--- src/rtl/ssa_pkg.sv ---
// Shared limb/product widths, controller state encoding and the partial-product shift rule
// for the shared-multiplier wide product sequencer.
package ssa_pkg;
  localparam int LIMB_W = 8;
  localparam int PROD_W = 16;

  typedef enum logic [1:0] {
    IDLE = 2'd0,
    MUL  = 2'd1,
    DONE = 2'd2
  } state_t;

  function automatic int prod_shift(input int i, input int j);
    return LIMB_W * (i + j);
  endfunction
endpackage

--- src/rtl/ssa_pair_counter.sv ---
// Walks the limb pair (i, j) in row-major order, holding each pair for MUL_LAT+1 cycles.
// slot_last marks the final cycle of a slot; pair_last marks the final pair (LIMBS-1, LIMBS-1).
module ssa_pair_counter #(
  parameter int LIMBS   = 4,
  parameter int MUL_LAT = 0
) (
  input  logic       clk,
  input  logic       rst,
  input  logic       clear,
  input  logic       en,
  output logic [2:0] i_idx,
  output logic [2:0] j_idx,
  output logic       slot_last,
  output logic       pair_last
);
  localparam logic [2:0] LAST_IDX  = 3'(LIMBS - 1);
  localparam logic [2:0] LAST_WAIT = 3'(MUL_LAT);

  logic [2:0] i_q, i_d;
  logic [2:0] j_q, j_d;
  logic [2:0] w_q, w_d;

  assign slot_last = (w_q == LAST_WAIT);
  assign pair_last = (i_q == LAST_IDX) && (j_q == LAST_IDX);
  assign i_idx     = i_q;
  assign j_idx     = j_q;

  always_comb begin
    i_d = i_q;
    j_d = j_q;
    w_d = w_q;
    if (clear) begin
      i_d = '0;
      j_d = '0;
      w_d = '0;
    end else if (en) begin
      if (!slot_last) begin
        w_d = w_q + 3'd1;
      end else begin
        w_d = '0;
        // j is the inner index; i only moves when j wraps
        if (j_q == LAST_IDX) begin
          j_d = '0;
          i_d = (i_q == LAST_IDX) ? 3'd0 : i_q + 3'd1;
        end else begin
          j_d = j_q + 3'd1;
        end
      end
    end
  end

  always_ff @(posedge clk or posedge rst) begin
    if (rst) begin
      i_q <= '0;
      j_q <= '0;
      w_q <= '0;
    end else begin
      i_q <= i_d;
      j_q <= j_d;
      w_q <= w_d;
    end
  end
endmodule

--- src/rtl/ssa_mult_sequencer.sv ---
// Wide schoolbook multiplier controller: feeds one limb pair per slot to an external 8x8 multiplier
// and accumulates shifted partial products; result is registered and held until the next product.
module ssa_mult_sequencer
  import ssa_pkg::*;
#(
  parameter int LIMBS   = 4,
  parameter int MUL_LAT = 0
) (
  input  logic                  clk,
  input  logic                  rst,
  input  logic                  start,
  input  logic [8*LIMBS-1:0]    a,
  input  logic [8*LIMBS-1:0]    b,
  output logic                  busy,
  output logic                  done,
  output logic [16*LIMBS-1:0]   result,
  output logic [7:0]            mul_a,
  output logic [7:0]            mul_b,
  input  logic [15:0]           mul_c
);
  localparam int OP_W  = LIMB_W * LIMBS;
  localparam int ACC_W = PROD_W * LIMBS;

  state_t            state_q, state_d;
  logic [OP_W-1:0]   a_q, a_d;
  logic [OP_W-1:0]   b_q, b_d;
  logic [ACC_W-1:0]  acc_q, acc_d;
  logic [ACC_W-1:0]  result_q, result_d;
  logic              busy_q, busy_d;
  logic              done_q, done_d;

  logic [2:0]        i_idx, j_idx;
  logic              slot_last, pair_last;
  logic              cnt_clear, cnt_en;
  logic [OP_W-1:0]   a_sh, b_sh;
  logic [ACC_W-1:0]  pp;

  assign cnt_clear = (state_q == IDLE) && start;
  assign cnt_en    = (state_q == MUL);

  ssa_pair_counter #(
    .LIMBS   (LIMBS),
    .MUL_LAT (MUL_LAT)
  ) u_pair_counter (
    .clk       (clk),
    .rst       (rst),
    .clear     (cnt_clear),
    .en        (cnt_en),
    .i_idx     (i_idx),
    .j_idx     (j_idx),
    .slot_last (slot_last),
    .pair_last (pair_last)
  );

  // Limbs come from the latched operands only, so they stay put for the whole slot
  assign a_sh  = a_q >> (LIMB_W * int'(i_idx));
  assign b_sh  = b_q >> (LIMB_W * int'(j_idx));
  assign mul_a = a_sh[LIMB_W-1:0];
  assign mul_b = b_sh[LIMB_W-1:0];
  assign pp    = ACC_W'(mul_c) << prod_shift(int'(i_idx), int'(j_idx));

  always_comb begin
    state_d  = state_q;
    a_d      = a_q;
    b_d      = b_q;
    acc_d    = acc_q;
    result_d = result_q;
    busy_d   = busy_q;
    done_d   = 1'b0;
    case (state_q)
      IDLE: begin
        if (start) begin
          a_d     = a;
          b_d     = b;
          acc_d   = '0;
          busy_d  = 1'b1;
          state_d = MUL;
        end
      end
      MUL: begin
        if (slot_last) begin
          acc_d = acc_q + pp;
          if (pair_last) begin
            result_d = acc_q + pp;
            done_d   = 1'b1;
            state_d  = DONE;
          end
        end
      end
      DONE: begin
        busy_d  = 1'b0;
        state_d = IDLE;
      end
      default: state_d = IDLE;
    endcase
  end

  always_ff @(posedge clk or posedge rst) begin
    if (rst) begin
      state_q  <= IDLE;
      a_q      <= '0;
      b_q      <= '0;
      acc_q    <= '0;
      result_q <= '0;
      busy_q   <= 1'b0;
      done_q   <= 1'b0;
    end else begin
      state_q  <= state_d;
      a_q      <= a_d;
      b_q      <= b_d;
      acc_q    <= acc_d;
      result_q <= result_d;
      busy_q   <= busy_d;
      done_q   <= done_d;
    end
  end

  assign busy   = busy_q;
  assign done   = done_q;
  assign result = result_q;
endmodule

--- config.mk ---
export PLATFORM = sky130hd
export DESIGN_NAME = ssa_mult_sequencer
export DESIGN_NICKNAME = d
export VERILOG_FILES = /design/src/rtl/ssa_pkg.sv /design/src/rtl/ssa_pair_counter.sv /design/src/rtl/ssa_mult_sequencer.sv
export SDC_FILE = /design/constraint.sdc
export NUM_CORES = 1
export LEC_CHECK = 0
export CAP_MARGIN = 5
export CORE_UTILIZATION = 60
export DETAILED_ROUTE_END_ITERATION = 8
export PLACE_DENSITY = 0.86
export SLEW_MARGIN = 25
export SYNTH_ARGS = -nofsm -noshare
export SYNTH_HDL_FRONTEND = slang
export SYNTH_SLANG_ARGS = --single-unit
--- constraint.sdc ---
create_clock -name clk -period 12.2 [get_ports clk]
set_input_delay 2.44 -clock clk [delete_from_list [all_inputs] [get_ports clk]]
set_output_delay 2.44 -clock clk [all_outputs]
set_load 0.02 [all_outputs]
==> results.json, run 1 <==
{
  "status": "completed",
  "cp_top_family": "compound AO/OA/AOI/OAI gates",
  "cts_root_buf": "clkbuf_16",
  "drtPass1Iterations": 7,
  "grt_overflow": 0,
  "synth-simple-area-share_pct": 17.0,
  "critPathSlowestCell": "mux2i_1",
  "hold_depth": 2,
  "synth_fa_ha_area_share_pct": 7.42,
  "synthMuxAreaShare_pct": 9.03,
  "drive_gt1_share_pct": 9.35,
  "critPathMaxStageDelay_ps": 730,
  "finalCritPeriodShare_pct": 51.5,
  "path_depth": 14,
  "cp_max_fo": 7,
  "syn_area_um2": 12300,
  "postSynthNetCount": 1473,
  "drc_errors": 0,
  "post_cts_resized": 0,
  "synth-compound-area-share_pct": 17.1,
  "grt_max_degree": 129,
  "post-cts-setup-buffers": 0,
  "grt_pass1_wl_mm": 54.5,
  "fp.dieH_um": 145,
  "finalHoldViolations": 0,
  "ys_seq_area_share_pct": 41.6,
  "vias": 10600,
  "endpoint_kind": "flip-flop",
  "io_buffer_count": 164,
  "maxCapViolCount": 0,
  "yosysWarningCount": 0,
  "insertion_delay_ps": 520,
  "power_density_nw_per_um2": 342,
  "clk_pin_slew_ps": 60,
  "synth-async-reset-ratio_pct": 100,
  "dpl.hpwl_mm": 24.3,
  "totalWireLength_mm": 34.0,
  "synthCells": 1318,
  "cts_tree": "yes",
  "clk_path_buf_depth": 3,
  "rows": 52,
  "crit_path_start_kind": "primary input",
  "grt_util_all_layers_pct": 32.5,
  "rr_worst_depth": 19,
  "initial_utilization_pct": 61.0,
  "crit_top_cell": "a21oi_1",
  "clock-sinks": 205,
  "tns_ps": 0,
  "routedWlPerCell_um": 19.7,
  "rsz0062_at_grt": "false",
  "die_w_um": 145,
  "gp_congestion": 1.01,
  "viasPerCell": 6.14,
  "setup_viol": 0,
  "synth_cell_types": 60,
  "hp-class": "reg -> reg",
  "drt-initial-drc-count": 928,
  "synth_edf_count": 0,
  "vdd_drop_max_uv": 188,
  "pin_count": 165,
  "dieArea_um2": 21200,
  "synth-xor-area-share_pct": 4.59,
  "cp_cell_sequence": "clkdlybuf4s50_1, mux2i_1, nor2_1, ha_1, a21oi_1, o21ai_1, nor4_1, a31oi_1, o211ai_1, nand3b_1, a21oi_1, o21ai_0, xor2_1, mux2_2",
  "syn_area_per_cell_um2": 9.37,
  "worstSetupPathType": "in -> reg",
  "postLayoutCoreUtil_pct": 73.7,
  "fmax_mhz": 159,
  "antenna_found_initial": 1,
  "slew_viol_final": 0,
  "area_growth_pct": 20.8,
  "min_period_ps": 6280,
  "cts_max_level": 1,
  "fill_cells": 1444,
  "crit_required_ps": 12590,
  "p_leak_nw": 6.86,
  "grt_pass1_vias": 10400,
  "slew_headroom_pct": 32.9,
  "core_area_um2": 20200,
  "fin_nets": 1595,
  "synth_top_family_by_area": "compound AO/OA/AOI/OAI gates",
  "synthFlopType": "dfrtp_1",
  "holdBufCountCts": 0,
  "skew_ps": 15.0,
  "cts_made_buffers": 23,
  "power_mw": 5.10,
  "worst_pin_slew_ps": 979,
  "ys_seq_elements": 205,
  "antenna_left": 0,
  "critPathBufInv": 1,
  "cp.arrival_ps": 6680
}
-- logic make-up (layout without fill, tap and decap cells) --
group,count (synthesis),in the layout
AO/OA/AOI/OAI,305,305
XOR/XNOR,63,63
adder cells (fa/ha/maj),72,72
buffers and inverters,104,241
flip-flops,205,205
multiplexers,84,84
other,0,1
AND/OR/NAND/NOR,485,485
-- worst reg2reg max path, stage by stage (launching register included) --
cell and delay, ps:
dfrtp_1 790, ha_1 300, inv_1 60, fa_1 410, xor2_1 210, nand2b_1 570, nor2_1 290, and2_1 240
ha_1 260, fa_1 430, a21oi_1 260, o211ai_1 180, nand4_1 160, a31oi_1 130, o211ai_1 400, nand3b_1 250
a21oi_1 340, o21ai_0 180, xor2_1 180, mux2_2 280
-- flip-flops by register name, summed over array words and instances (netlist names) --
signal / count
acc_q: 64
result: 64
a_q: 32
b_q: 32
u_pair_counter.i_idx: 3
u_pair_counter.j_idx: 3
u_pair_counter.w_q: 3
state_q: 2
busy: 1
done: 1
-- report_power, final --
part	internal [mW]	switching (mW)	total, mW
clock network	0.456	0.280	0.736
registers	0.993	0.205	1.20
logic	1.34	1.83	3.17
total	2.79	2.32	5.10
-- worst paths after layout --
check                                                    start                endpoint  slack [ps]
max                                                   mul_c[7]  result[56]$_DFFE_PP0P_        5920
min                                        a_q[24]$_DFFE_PP0P_     a_q[24]$_DFFE_PP0P_         480
max reg2reg                u_pair_counter.j_idx[0]$_DFFE_PP0P_  result[56]$_DFFE_PP0P_        6140
min reg2reg                                a_q[24]$_DFFE_PP0P_     a_q[24]$_DFFE_PP0P_         480
max in group asynchronous                                  rst  result[15]$_DFFE_PP0P_        8470
min in group asynchronous                                  rst     b_q[15]$_DFFE_PP0P_        2530
-- layer usage --
metal	vias to the layer above	global-route usage, %	routed length, µm
li1	4918	-	-
met1	5083	44.3	14300
met2	519	51.5	15500
met3	81	7.52	3100
met4	0	10.9	1100
met5	-	0	0
-- cell type report --
class | count | area [µm²] | share of cell area [%]
Tap cell | 270 | 338 | 2.26
Timing Repair Buffer | 170 | 1690 | 11.3
Sequential cell | 205 | 5130 | 34.4
Multi-Input combinational cell | 1009 | 6840 | 45.8
Clock inverter | 7 | 143 | 0.956
Antenna cell | 1 | 2.50 | 0.0168
Clock buffer | 33 | 653 | 4.38
Inverter | 31 | 124 | 0.830
-- through the flow --
| step | instances | cell area, µm² | setup WS, ps | hold WS, ps |
|---|---|---|---|---|
| 2_1_floorplan | 1318 | 12300 | 4160 | 440 |
| 3_3_place_gp | 1685 | 14100 | 5590 | 452 |
| 3_5_place_dp | 1685 | 14100 | 5530 | 462 |
| 4_1_cts | 1725 | 14900 | 6060 | 476 |
| 5_1_grt | 1725 | 14900 | 5630 | 498 |
| 6_report | 1726 | 14900 | 5920 | 475 |
-- Yosys cell counts (9+ instances only) --
library cell / number / area (µm²)
mux2_2: 59 / 664
and2_1: 11 / 68.8
nand4_1: 21 / 131
a21oi_1: 85 / 425
nor2b_1: 21 / 131
o21ai_0: 38 / 190
buf_2: 11 / 55.1
xor2_1: 20 / 175
a22o_1: 61 / 534
clkbuf_1: 58 / 218
a22oi_1: 17 / 128
a31oi_1: 9 / 56.3
a21o_1: 16 / 120
ha_1: 70 / 876
inv_1: 30 / 113
mux2i_1: 9 / 90.1
nor3_1: 19 / 95.1
nand2b_1: 9 / 56.3
o21a_1: 11 / 82.6
nand3_1: 21 / 105
nor2_1: 97 / 364
xnor2_1: 42 / 368
mux4_2: 16 / 360
dfrtp_1: 205 / 5130
o21bai_1: 16 / 120
nand2_1: 265 / 995
-- cells in the final DEF (no fill, tap or decap), types with 9 or more instances in the layout --
cell / instances
a21o_1: 16
a21oi_1: 85
a22o_1: 61
a22oi_1: 17
a31oi_1: 9
and2_1: 11
clkbuf_16: 23
clkdlybuf4s50_1: 164
dfrtp_1: 205
ha_1: 70
inv_1: 29
mux2_2: 59
mux2i_1: 9
mux4_2: 16
nand2_1: 265
nand2b_1: 9
nand3_1: 20
nand4_1: 21
nor2_1: 95
nor2b_1: 21
nor3_1: 19
o21a_1: 11
o21ai_0: 38
o21bai_1: 16
xnor2_1: 42
xor2_1: 20
(Power assumes the default switching activity.)
==> inputs of run 2 (changes only) <==
- CORE_UTILIZATION: 60 -> 56
- PLACE_DENSITY: 0.86 -> 0.81
- clock period: 12.2 -> 5.8 ns (I/O delays scaled with it)
==> results.json, run 2 (synthesis results as in run 1) <==
{
  "r2r-end": "result[57]$_DFFE_PP0P_",
  "drtPass1Iterations": 5,
  "grt_pass1_vias": 10100,
  "rsz0062_at_grt": "false",
  "tns_ps": 0,
  "maxCapViolCount": 0,
  "die_w_um": 150,
  "critPathCapture": "result[57]$_DFFE_PP0P_",
  "final_common_cell": "nand2_1",
  "n_antenna_cell": 0,
  "dpl.hpwl_mm": 24.7,
  "pin_count": 165,
  "vdd_drop_max_uv": 342,
  "cts_made_buffers": 23,
  "post_cts_resized": 0,
  "worstReg2RegStart": "u_pair_counter.j_idx[0]$_DFFE_PP0P_",
  "fmax_mhz": 185,
  "drc_errors": 0,
  "drive_gt1_share_pct": 10.0,
  "critPathMaxStageDelay_ps": 890,
  "cts_tree": "yes",
  "drt-initial-drc-count": 782,
  "min_period_ps": 5400,
  "worstSetupPathType": "reg -> reg",
  "critPathSlowestCell": "fa_1",
  "power_mw": 10.7,
  "skew_ps": 8.43,
  "clk_path_buf_depth": 3,
  "cp.arrival_ps": 5800,
  "gp_congestion": 1.05,
  "cp_max_fo": 15,
  "crit_required_ps": 6210,
  "routedWlPerCell_um": 19.6,
  "slew_headroom_pct": 40.2,
  "finalCritPeriodShare_pct": 93.0,
  "core_area_um2": 21300,
  "totalWireLength_mm": 34.0,
  "endpoint_kind": "flip-flop",
  "cts_root_buf": "clkbuf_16",
  "hp-class": "reg -> reg",
  "cts_max_level": 1,
  "dieArea_um2": 22600,
  "fp.dieH_um": 150,
  "grt_pass1_wl_mm": 53.9,
  "initial_utilization_pct": 58.0,
  "clk_pin_slew_ps": 60,
  "antenna_found_initial": 0,
  "grt_overflow": 0,
  "clock-sinks": 205,
  "status": "completed",
  "rr_worst_depth": 18,
  "cp_cell_sequence": "ha_1, inv_1, fa_1, nand2b_1, nor2_1, a22oi_1, nor2_1, ha_1, inv_1, o311a_1, o21ai_1, nor2b_1, or4_1, o221a_2, o211ai_2, a221oi_2, xnor2_1, mux2_2",
  "io_buffer_count": 164,
  "fin_nets": 1603,
  "slew_viol_final": 0,
  "vias": 10500,
  "finalHoldViolations": 0,
  "grt_util_all_layers_pct": 30.5,
  "insertion_delay_ps": 530,
  "grt_max_degree": 80,
  "p_leak_nw": 6.88,
  "antenna_left": 0,
  "post-cts-setup-buffers": 0,
  "rows": 53,
  "startpoint": "u_pair_counter.j_idx[0]$_DFFE_PP0P_",
  "power_density_nw_per_um2": 713,
  "setup_viol": 0,
  "viasPerCell": 6.06,
  "reg2reg_slack_ps": 400,
  "holdBufCountCts": 0,
  "worst_pin_slew_ps": 895,
  "hold_slack_ps": 470,
  "final_cell_mix": "nand2_1 (265), dfrtp_1 (205), clkdlybuf4s50_1 (164), nor2_1 (95), a21oi_1 (85)",
  "area_growth_pct": 21.0,
  "crit_path_start_kind": "flip-flop"
}
run 2: cell count changes in the layout (fill, tap and decap cells not counted), sizes merged:
cell	delta
clkbuf	-1
bufinv	-3
clkinvlp	+3
diode	-1
clkinv	+1
buf	+8
run 2: how the worst min path moves through the flow:
stage	startpoint	to	slack [ps]	depth (start not counted)
floorplan	a_q[16]$_DFFE_PP0P_	a_q[16]$_DFFE_PP0P_	440	2
finish	a_q[23]$_DFFE_PP0P_	a_q[23]$_DFFE_PP0P_	470	2
CTS	a_q[23]$_DFFE_PP0P_	a_q[23]$_DFFE_PP0P_	470	2
global placement	a_q[23]$_DFFE_PP0P_	a_q[23]$_DFFE_PP0P_	450	2
global route	a_q[23]$_DFFE_PP0P_	a_q[23]$_DFFE_PP0P_	490	2
detailed placement	a_q[23]$_DFFE_PP0P_	a_q[23]$_DFFE_PP0P_	460	2
run 2: cell type report:
| class | instances | area [µm²] |
|---|---|---|
| Sequential cell | 205 | 5130 |
| Fill cell | 1631 | 6340 |
| Timing Repair Buffer | 178 | 1750 |
| Inverter | 31 | 120 |
| Clock inverter | 8 | 92.6 |
| Tap cell | 275 | 344 |
| Multi-Input combinational cell | 1009 | 6840 |
| Clock buffer | 32 | 669 |
run 2: metrics by stage:
stage	setup slack (ps)	instance area (µm²)	std cells	util (%)
after floorplan	1170	12300	1318	-
after global placement	336	14200	1698	66.6
after detailed placement	432	14200	1698	66.6
after CTS	359	14900	1738	70.2
after global routing	127	14900	1738	70.2
final	403	14900	1738	70.2
run 2: worst max-delay path, delay by kind of cell (launching register included):
family | cells | cell delay, ps
mux | 1 | 270
xor+xnor | 1 | 160
flops | 1 | 370
buf+inv | 2 | 190
compound gates | 6 | 1590
simple gates | 5 | 1390
fa+ha+maj | 3 | 1310
run 2: power breakdown:
| group | internal (mW) | switching (mW) |
|---|---|---|
| registers | 2.09 | 0.387 |
| clock network | 0.856 | 0.617 |
| logic | 2.83 | 3.87 |
| total | 5.78 | 4.88 |
run 2: metal layers:
metal	routed length, µm	vias up	GRT usage [%]
met2	15800	442	49.0
met3	2440	80	5.58
met4	1190	0	11.2
li1	-	4929	-
met1	14600	5077	41.3
met5	0	-	0
